$ cat src/rtl/pipe_pkg.sv
`default_nettype none
// ============================================================================
// Module      : pipe_pkg
// Description : Shared pipeline constants: register file geometry defaults
//               and the hardwired-zero register index.
// Revision    : 1.0 - initial release
// ============================================================================
package pipe_pkg;

    localparam int DEF_DW   = 32;
    localparam int DEF_AW   = 5;
    localparam int DEF_NREG = 32;
    localparam int REG_ZERO = 0;

endpackage : pipe_pkg
`default_nettype wire

$ cat src/rtl/regfile_bypass_sb_if.sv
`default_nettype none
// ============================================================================
// Module      : regfile_bypass_sb_if
// Description : ID/WB-side bundle of the register file: two read ports with
//               busy flags, one byte-enabled write port and the issue strobe.
// Revision    : 1.0 - initial release
// ============================================================================
interface regfile_bypass_sb_if
    import pipe_pkg::*;
#(
    parameter int DW = DEF_DW,
    parameter int AW = DEF_AW
) ();

    logic [AW-1:0]   rna;
    logic [AW-1:0]   rnb;
    logic [DW-1:0]   qa;
    logic [DW-1:0]   qb;
    logic            busy_a;
    logic            busy_b;
    logic [AW-1:0]   wn;
    logic [DW-1:0]   d;
    logic            we;
    logic [DW/8-1:0] wbe;
    logic            iss;
    logic [AW-1:0]   iss_rn;

    // Pipeline side: drives addresses, write data and issue marks
    modport master (
        output rna, rnb, wn, d, we, wbe, iss, iss_rn,
        input  qa, qb, busy_a, busy_b
    );

    // Register file side
    modport slave (
        input  rna, rnb, wn, d, we, wbe, iss, iss_rn,
        output qa, qb, busy_a, busy_b
    );

endinterface : regfile_bypass_sb_if
`default_nettype wire

$ cat src/rtl/regfile_scoreboard.sv
`default_nettype none
// ============================================================================
// Module      : regfile_scoreboard
// Description : One pending-write bit per architectural register. Issue sets,
//               write-back clears; a same-register set beats the clear.
// Revision    : 1.0 - initial release
// ============================================================================
module regfile_scoreboard
    import pipe_pkg::*;
#(
    parameter int NREG = DEF_NREG,
    parameter int AW   = DEF_AW
) (
    input  wire logic            clk,
    input  wire logic            clrn,
    input  wire logic            set_en,
    input  wire logic [AW-1:0]   set_rn,
    input  wire logic            clr_en,
    input  wire logic [AW-1:0]   clr_rn,
    output logic      [NREG-1:0] busy
);

    logic [NREG-1:0] r_busy;

    // Per-register set/clear; bit 0 is only ever reset and so stays 0
    always_ff @(posedge clk or negedge clrn) begin
        if (!clrn) begin
            r_busy <= '0;
        end else begin
            for (int i = 1; i < NREG; i++) begin
                if (set_en && (set_rn == AW'(i))) begin
                    r_busy[i] <= 1'b1;
                end else if (clr_en && (clr_rn == AW'(i))) begin
                    r_busy[i] <= 1'b0;
                end
            end
        end
    end

    assign busy = r_busy;

endmodule : regfile_scoreboard
`default_nettype wire

$ cat src/rtl/regfile_bypass_sb.sv
`default_nettype none
// ============================================================================
// Module      : regfile_bypass_sb
// Description : 2-read/1-write register file with byte-enable writes,
//               optional same-cycle write-to-read bypass and a pending-write
//               scoreboard for RAW hazard detection. r0 reads zero, never busy.
//               DW must be a multiple of 8.
// Revision    : 1.0 - initial release
// ============================================================================
module regfile_bypass_sb
    import pipe_pkg::*;
#(
    parameter int DW     = DEF_DW,
    parameter int NREG   = DEF_NREG,
    parameter int AW     = DEF_AW,
    parameter int BYPASS = 1
) (
    input  wire logic         clk,
    input  wire logic         clrn,
    regfile_bypass_sb_if.slave bus
);

    localparam int          c_NB   = DW / 8;
    localparam logic [AW:0] c_NREG = (AW+1)'(NREG);
    localparam logic [AW-1:0] c_R0 = AW'(REG_ZERO);

    logic [DW-1:0]   r_mem [NREG];
    logic [NREG-1:0] w_busy;
    logic            w_wr_valid;
    logic            w_iss_valid;
    logic [DW-1:0]   w_st_a;
    logic [DW-1:0]   w_st_b;
    logic            w_hit_a;
    logic            w_hit_b;

    function automatic logic in_range(input logic [AW-1:0] a);
        return ({1'b0, a} < c_NREG);
    endfunction

    // Overlay the enabled bytes of the new data onto the old word
    function automatic logic [DW-1:0] byte_merge(input logic [DW-1:0]   old_w,
                                                 input logic [DW-1:0]   new_w,
                                                 input logic [c_NB-1:0] be);
        logic [DW-1:0] m;
        m = old_w;
        for (int k = 0; k < c_NB; k++) begin
            if (be[k]) m[8*k +: 8] = new_w[8*k +: 8];
        end
        return m;
    endfunction

    assign w_wr_valid  = bus.we  && (bus.wn     != c_R0) && in_range(bus.wn);
    assign w_iss_valid = bus.iss && (bus.iss_rn != c_R0) && in_range(bus.iss_rn);

    // Byte-enabled storage; r0 is cleared by reset and never written
    always_ff @(posedge clk or negedge clrn) begin
        if (!clrn) begin
            for (int i = 0; i < NREG; i++) r_mem[i] <= '0;
        end else if (w_wr_valid) begin
            for (int k = 0; k < c_NB; k++) begin
                if (bus.wbe[k]) r_mem[bus.wn][8*k +: 8] <= bus.d[8*k +: 8];
            end
        end
    end

    regfile_scoreboard #(
        .NREG (NREG),
        .AW   (AW)
    ) u_sb (
        .clk    (clk),
        .clrn   (clrn),
        .set_en (w_iss_valid),
        .set_rn (bus.iss_rn),
        .clr_en (w_wr_valid),
        .clr_rn (bus.wn),
        .busy   (w_busy)
    );

    // Stored-value read: r0 and out-of-range addresses return zero
    always_comb begin
        w_st_a = '0;
        w_st_b = '0;
        if ((bus.rna != c_R0) && in_range(bus.rna)) w_st_a = r_mem[bus.rna];
        if ((bus.rnb != c_R0) && in_range(bus.rnb)) w_st_b = r_mem[bus.rnb];
    end

    // Bypass hits are gated by clrn so reset shows the cleared state only
    assign w_hit_a = (BYPASS != 0) && clrn && w_wr_valid && (bus.rna == bus.wn);
    assign w_hit_b = (BYPASS != 0) && clrn && w_wr_valid && (bus.rnb == bus.wn);

    // Read muxes; a forwarded write also hides the busy flag it resolves
    always_comb begin
        bus.qa     = w_hit_a ? byte_merge(w_st_a, bus.d, bus.wbe) : w_st_a;
        bus.qb     = w_hit_b ? byte_merge(w_st_b, bus.d, bus.wbe) : w_st_b;
        bus.busy_a = 1'b0;
        bus.busy_b = 1'b0;
        if (in_range(bus.rna)) bus.busy_a = w_busy[bus.rna] && !w_hit_a;
        if (in_range(bus.rnb)) bus.busy_b = w_busy[bus.rnb] && !w_hit_b;
    end

endmodule : regfile_bypass_sb
`default_nettype wire

$ cat src/flat_wrapper.sv
// flat-port wrapper written by rule: the top's interface ports become plain ports
module regfile_bypass_sb_flat import pipe_pkg::*;
#(
    parameter int DW     = DEF_DW,
    parameter int NREG   = DEF_NREG,
    parameter int AW     = DEF_AW,
    parameter int BYPASS = 1
)
  (clk, clrn, bus_rna, bus_rnb, bus_wn, bus_d, bus_we, bus_wbe, bus_iss, bus_iss_rn, bus_qa, bus_qb, bus_busy_a, bus_busy_b);
  regfile_bypass_sb_if #(.DW(DW), .AW(AW)) bus_i ();
  input  wire logic clk;
  input  wire logic clrn;
  input wire logic [$bits(bus_i.rna)-1:0] bus_rna;
  input wire logic [$bits(bus_i.rnb)-1:0] bus_rnb;
  input wire logic [$bits(bus_i.wn)-1:0] bus_wn;
  input wire logic [$bits(bus_i.d)-1:0] bus_d;
  input wire logic [$bits(bus_i.we)-1:0] bus_we;
  input wire logic [$bits(bus_i.wbe)-1:0] bus_wbe;
  input wire logic [$bits(bus_i.iss)-1:0] bus_iss;
  input wire logic [$bits(bus_i.iss_rn)-1:0] bus_iss_rn;
  output wire logic [$bits(bus_i.qa)-1:0] bus_qa;
  output wire logic [$bits(bus_i.qb)-1:0] bus_qb;
  output wire logic [$bits(bus_i.busy_a)-1:0] bus_busy_a;
  output wire logic [$bits(bus_i.busy_b)-1:0] bus_busy_b;
  assign bus_i.rna = bus_rna;
  assign bus_i.rnb = bus_rnb;
  assign bus_i.wn = bus_wn;
  assign bus_i.d = bus_d;
  assign bus_i.we = bus_we;
  assign bus_i.wbe = bus_wbe;
  assign bus_i.iss = bus_iss;
  assign bus_i.iss_rn = bus_iss_rn;
  assign bus_qa = bus_i.qa;
  assign bus_qb = bus_i.qb;
  assign bus_busy_a = bus_i.busy_a;
  assign bus_busy_b = bus_i.busy_b;
  regfile_bypass_sb #(.DW(DW), .NREG(NREG), .AW(AW), .BYPASS(BYPASS)) u_core (.clk(clk), .clrn(clrn), .bus(bus_i));
endmodule
$ cat config.mk
export PLATFORM = sky130hd
export DESIGN_NAME = regfile_bypass_sb_flat
export DESIGN_NICKNAME = d
export VERILOG_FILES = /design/src/rtl/pipe_pkg.sv /design/src/rtl/regfile_bypass_sb_if.sv /design/src/rtl/regfile_scoreboard.sv /design/src/rtl/regfile_bypass_sb.sv /design/src/flat_wrapper.sv
export SDC_FILE = /design/constraint.sdc
export NUM_CORES = 2
export LEC_CHECK = 0
export BUFFER_PORTS_ARGS = -buffer_cell sky130_fd_sc_hd__buf_2
export CORE_MARGIN = 2
export CORE_UTILIZATION = 65
export DETAILED_ROUTE_END_ITERATION = 10
export PLACE_DENSITY = 0.82
export RECOVER_POWER = 100
export REMOVE_ABC_BUFFERS = 1
export SETUP_SLACK_MARGIN = 0.1
export SYNTH_ARGS = -nofsm -noshare
export SYNTH_HDL_FRONTEND = slang
export SYNTH_SLANG_ARGS = --single-unit
$ cat constraint.sdc
create_clock -name clk -period 5.2 [get_ports clk]
set_input_delay 1.04 -clock clk [delete_from_list [all_inputs] [get_ports clk]]
set_output_delay 1.04 -clock clk [all_outputs]
set_load 0.1 [all_outputs]
Yosys cells after proc, flatten, opt, wreduce, memory -nomap -nowiden
Cells that the tools add are included.
{ "totals": {"latchBits": 0, "ramBits": 0, "n_memories": 0, "reg_bits": 1055, "in_bits": 60, "out_inout_bits": 66, "mem_bits_ro": 0, "word_cells": 346} }
{ "op_classes": {"shift": 0, "n_reduce_logical": 107, "eq_ne": 64, "magnitude_cmp": 6, "mul": 0, "addsub": 0, "muxes": 103, "n_bitwise": 3, "div_mod_pow": 0} }
{ "op_table": {"columns": ["operator", "count"], "rows": [
  ["$mux 1024", 7],
  ["$bwmux 1024", 4],
  ["$demux 32 s5", 4],
  ["$bmux 32 s5", 2],
  ["$mux 32", 9],
  ["$eq 5x5->1 const B", 32],
  ["$eq 5x4->1 const B", 16],
  ["$mux 8", 9],
  ["$logic_and 1x1->1", 70],
  ["$mux 1", 64],
  ["$reduce_bool 2->1", 31],
  ["$eq 5x3->1 const B", 8],
  ["$mux 24", 1],
  ["$eq 5x2->1 const B", 4],
  ["$reduce_bool 5->1", 4],
  ["$ge 6x6->1 const B", 3],
  ["$not 5->6", 3],
  ["$mux 16", 1],
  ["$lt 5x6->1 const B", 2],
  ["$bmux 1 s5", 2],
  ["$eq 5x1->1 const B", 2],
  ["$eq 5x5->1", 2],
  ["$lt 6x1->1 const B", 1],
  ["$logic_not 1->1", 2]
]} }

Depth between registers and ports, before layout
{ "logic_depth": {"word_depth": 16, "mapped_depth": 10, "depth_no_buf": 5} }

Modules after synthesis
A second synthesis with hierarchy kept.
{ "unflattened": {"hier_cells": 4036, "area_unflattened_um2": 57536.4} }
{ "by_module_without_submodules": {"columns": ["mod", "cells_each", "instances", "seq_area_each_um2", "area_each_um2"], "rows": [
  ["regfile_bypass_sb", 3910, 1, 25624.6, 56222.7],
  ["regfile_scoreboard", 126, 1, 775.7, 1313.8]
]} }

Least setup slack after synthesis
Ideal clock, no wire load.
{ "synth_path": {"path_kind": "input port to output port", "start": "input port bus_wn[3]", "end": "output port bus_qb[10]", "stages": 8, "slack_ns": -0.582, "required_ns": 4.160, "path_buffers": 3, "t_arrival_ns": 4.742, "path_cell_list": "buf_2 -> or3_1 -> o211a_1 -> buf_6 -> and2_1 -> buf_2 -> a21o_1 -> o32ai_1"} }
{ "synth_between": {"elab_chain_len": 5, "word_cells_on_any_way": 6, "classes_between": "eq/ne: 1; mux: 1; reduce/logical: 4"} }
{ "synth_rtl": {"columns": ["element", "line", "source"], "rows": [
  ["start, declared", "flat_wrapper.sv:15", "input wire logic [$bits(bus_i.wn)-1:0] bus_wn;"],
  ["$reduce_bool 5->1", "regfile_bypass_sb.sv:52", "assign w_wr_valid = bus.we && (bus.wn != c_R0) && in_range(bus.wn);"],
  ["$logic_and 1x1->1", "regfile_bypass_sb.sv:52", null],
  ["$logic_and 1x1->1", "regfile_bypass_sb.sv:89", "assign w_hit_b = (BYPASS != 0) && clrn && w_wr_valid && (bus.rnb == bus.wn);"],
  ["$logic_and 1x1->1 (*)", "regfile_bypass_sb.sv:89", null],
  ["$mux 32 (*)", "regfile_bypass_sb.sv:94", "bus.qb = w_hit_b ? byte_merge(w_st_b, bus.d, bus.wbe) : w_st_b;"],
  ["end, declared", "flat_wrapper.sv:22", "output wire logic [$bits(bus_i.qb)-1:0] bus_qb;"]
]} }
Every way passes the cells marked *; elsewhere a longest branch is shown, timed or not.

Worst setup path in the final report
{ "layout_path": {"start": "input port bus_rnb[2]", "end": "output port bus_qb[17]"} }
{ "layout_between": {"elab_chain_len": 7, "word_cells_on_any_way": 10, "classes_between": "eq/ne: 1; mux: 6; bitwise: 1; reduce/logical: 2"} }
{ "layout_rtl": {"columns": ["element", "line", "source"], "rows": [
  ["start, declared", "flat_wrapper.sv:14", "input wire logic [$bits(bus_i.rnb)-1:0] bus_rnb;"],
  ["$not 5->6 (not written as such)", "regfile_bypass_sb.sv:84", "if ((bus.rnb != c_R0) && in_range(bus.rnb)) w_st_b = r_mem[bus.rnb];"],
  ["$bmux 32 s5", "regfile_bypass_sb.sv:84", null],
  ["$mux 32 (not written as such) (2 in a row)", "regfile_bypass_sb.sv:84", null],
  ["$mux 32", "regfile_bypass_sb.sv:84", null],
  ["$mux 8", "regfile_bypass_sb.sv:47", "if (be[k]) m[8*k +: 8] = new_w[8*k +: 8];"],
  ["$mux 32 (*)", "regfile_bypass_sb.sv:94", null]
]} }
Every way passes the cells marked *; elsewhere a longest branch is shown, timed or not. The select of a mux whose other input is x is not followed.

==> impl_metrics.ini <==
[outcome]
status = complete, but fails checks
violations = max-capacitance violations, max-slew violations

[floorplanning]
initial_utilization_pct = 65.28
rows = 109
dieArea_um2 = 90740
dieWidth_um = 301.2
core_um2 = 87970
io_pins = 126
fp.dieH_um = 301.2

[placed_design]
dp_hpwl_mm = 118.0
gp_congestion = 1.001
portBuffers = 125

[logic_synthesis]
synthArstFlopShare_pct = 100.0
synth_area_per_cell_um2 = 13.57
synth_cells = 4232
ys_types = 56
synth.area.top_cells = dfrtp_1, mux2_2, mux4_2
yosysSeqAreaShare_pct = 45.97
synth_top_area_share_pct = 45.97
synthXorXnorAreaFrac_pct = 0.1525
synth_fa_ha_area_share_pct = 0
synth_flop_cell = dfrtp_1
synth_edf_count = 0
synthSimpleGateAreaFrac_pct = 3.183
synth_compound_area_share_pct = 7.575
ys_warn_count = 1
synthMuxAreaShare_pct = 40.08
synth_area_um2 = 57430
synth_top_family_by_area = multiplexers
synth_seq_cells = 1055
synth_top_cell_by_area = dfrtp_1

[routing]
drt-initial-drc-count = 5468
route.detailed.wl_per_inst_um = 32.96
num_vias = 41430
drc = 0
drtPass1Iterations = 6
routed_wl_mm = 181.4
vias_per_cell = 7.529
ant_nets = 0

[setup_path]
criticalPathCategory = in -> out
cp.required_ns = 4.16
worstSetupStartpoint = bus_rnb[2]
regToRegSetupSlack_ns = 4.32
path_buf_inv = 4
cp_max_fo = 24
cp_slowest_stage_delay_ns = 0.67
cp_num_cells = 8
rr_worst_depth = 1
reg2reg_from = u_core.r_mem[924]
cpMostUsedCell = clkbuf_2
crit_chain = buf_2, clkbuf_2, nand3_2, buf_4, o22ai_1, a2111oi_0, o2bb2ai_1, clkbuf_2
critPathArrivalTime_ns = 4.13
crit_family = buffers and inverters
slowest_stage = a2111oi_0
endpoint = bus_qb[17]
cp-start-kind = input port
r2r-end = u_core.r_mem[924]
critPathCaptureType = output pin

[clock_network]
cts_inserted_buffers = 108
cts_sinks = 1055
path_clk_slew_ns = 0.06
cts_max_path_buffers = 3
clock_latency_ns = 0.69
holdBufCountCts = 0
cts_tree = built
root_buffer = clkbuf_16
cts-htree-levels = 3
post-cts-setup-buffers = 0

[global_route]
first_global_vias = 42390
track_usage_pct = 40.29
grt_pass1_wl_mm = 270.4
grt.overflow.total = 0
grt_start_max_net_pins = 172
antenna_found_initial = 16

[power_and_ir_drop]
power.share.clock_pct = 35.8
ir_drop_mv = 0.2683
power_frac_comb_pct = 19.7
total_power_mw = 22.77
cellPowerDensity_nw_per_um2 = 359.6
seq_power_share_pct = 44.5
p_sw_mw = 6.583
p_leak_nw = 29.05
power_switching_share_pct = 28.91
internal-power_mw = 16.19

[layout]
multiInputGateArea_um2 = 29380
final_common_cell = dfrtp_1
mostFrequentLayoutCells = dfrtp_1, mux2_2, mux2i_1
area_delta_synth_final_pct = 10.28
drive_gt1_share_pct = 42.85
post-route-util_pct = 71.99
regArea_um2 = 26400
num-fill-cells = 5676
final_nets = 4304

[sta]
fmax_mhz = 193.5
relSlewSlack_pct = -96.31
finalCritPeriodShare_pct = 99.38
worst_pin_slew_ns = 2.945
hold_viol_final = 0
finalClockSkew_ns = 0
hold_ws_ns = 0.4008
rsz0062_at_grt = no
slew_violations = 407
final-setup-viol-count = 0
fin_crit_ns = 5.168

[job]
maxCapViolCount = 5

[hold_path]
min_path_type = reg -> reg
[synth_stat cells (all sizes together), types with 51 or more instances]
cell type  number
mux4          334
a22o           51
mux2i         370
nand2         263
o21ai         130
a221oi         78
dfrtp        1055
nor2           65
a21oi          72
buf           131
mux2         1047
clkbuf        260
[cell type report]
class,count,share of cell area [%]
Multi-Input combinational cell,2780,46.39
Inverter,6,0.03556
Antenna cell,6,0.02371
Clock inverter,46,0.8436
Sequential cell,1055,41.69
Timing Repair Buffer,293,3.762
Clock buffer,151,4.955
Tap cell,1165,2.302
[how the worst min path moves through the flow]
stage                       start            endpoint  slack [ns]  cells after the start
2_1_floorplan  u_core.r_mem[1000]  u_core.r_mem[1000]        0.37                      0
3_3_place_gp   u_core.r_mem[1011]  u_core.r_mem[1011]        0.38                      0
3_5_place_dp   u_core.r_mem[1018]  u_core.r_mem[1018]        0.39                      0
4_1_cts                      clrn    u_core.r_mem[25]        0.14                      1
5_1_grt                      clrn    u_core.r_mem[25]        0.40                      1
6_report       u_core.r_mem[1012]  u_core.r_mem[1012]        0.40                      0
[layer usage]
layer  wire length (µm)  part of all wire, %  vias up  GRT usage [%]
met3              21720                   12      809          12.54
met2              81870                   45     3018          60.00
met5                115                0.063        -              0
met4              13380                  7.4       20          25.92
li1                   -                    -    16300              -
met1              64280                   35    21280          51.49
[flip-flops by register name (all words and copies together), names as in the netlist]
| name | count |
|---|---|
| u_core.r_mem | 1024 |
| u_core.u_sb.busy | 31 |
[power groups by stage]
stage	registers (mW)	logic, mW	clock network [mW]
after floorplan	9.94	2.98	0
after global placement	10.1	4.33	0
after detailed placement	10.2	4.45	0
after CTS	10.1	4.49	8.14
after global routing	10.2	4.70	8.50
final	10.1	4.48	8.15
[kinds of logic (layout without fill, tap and decap cells)]
family | after synthesis | after routing
xor gates and xnor gates | 10 | 10
other | 0 | 6
buffers and inverters | 397 | 496
DFF | 1055 | 1055
muxes | 1751 | 1751
AOI/OAI and AO/OA | 592 | 592
and+or+nand+nor | 427 | 427
[through the flow]
stage	area [µm²]	worst slack, ns	TNS, ns	std cells
final	63330	0.03242	0	5502
after global routing	63320	0.08640	0	5498
after CTS	63710	0.3216	0	5496
after detailed placement	60040	0.3300	0	5299
after global placement	60040	0.3133	0	5299
after floorplan	55700	-1.138	-44.91	3841
[timing repair]
action | CTS | global route
endpoints found under the hold margin | 0 | 0
resized for setup | 0 | 2
endpoints found under the setup margin | 0 | 1
No activity file was read; power rests on OpenSTA's default activity.
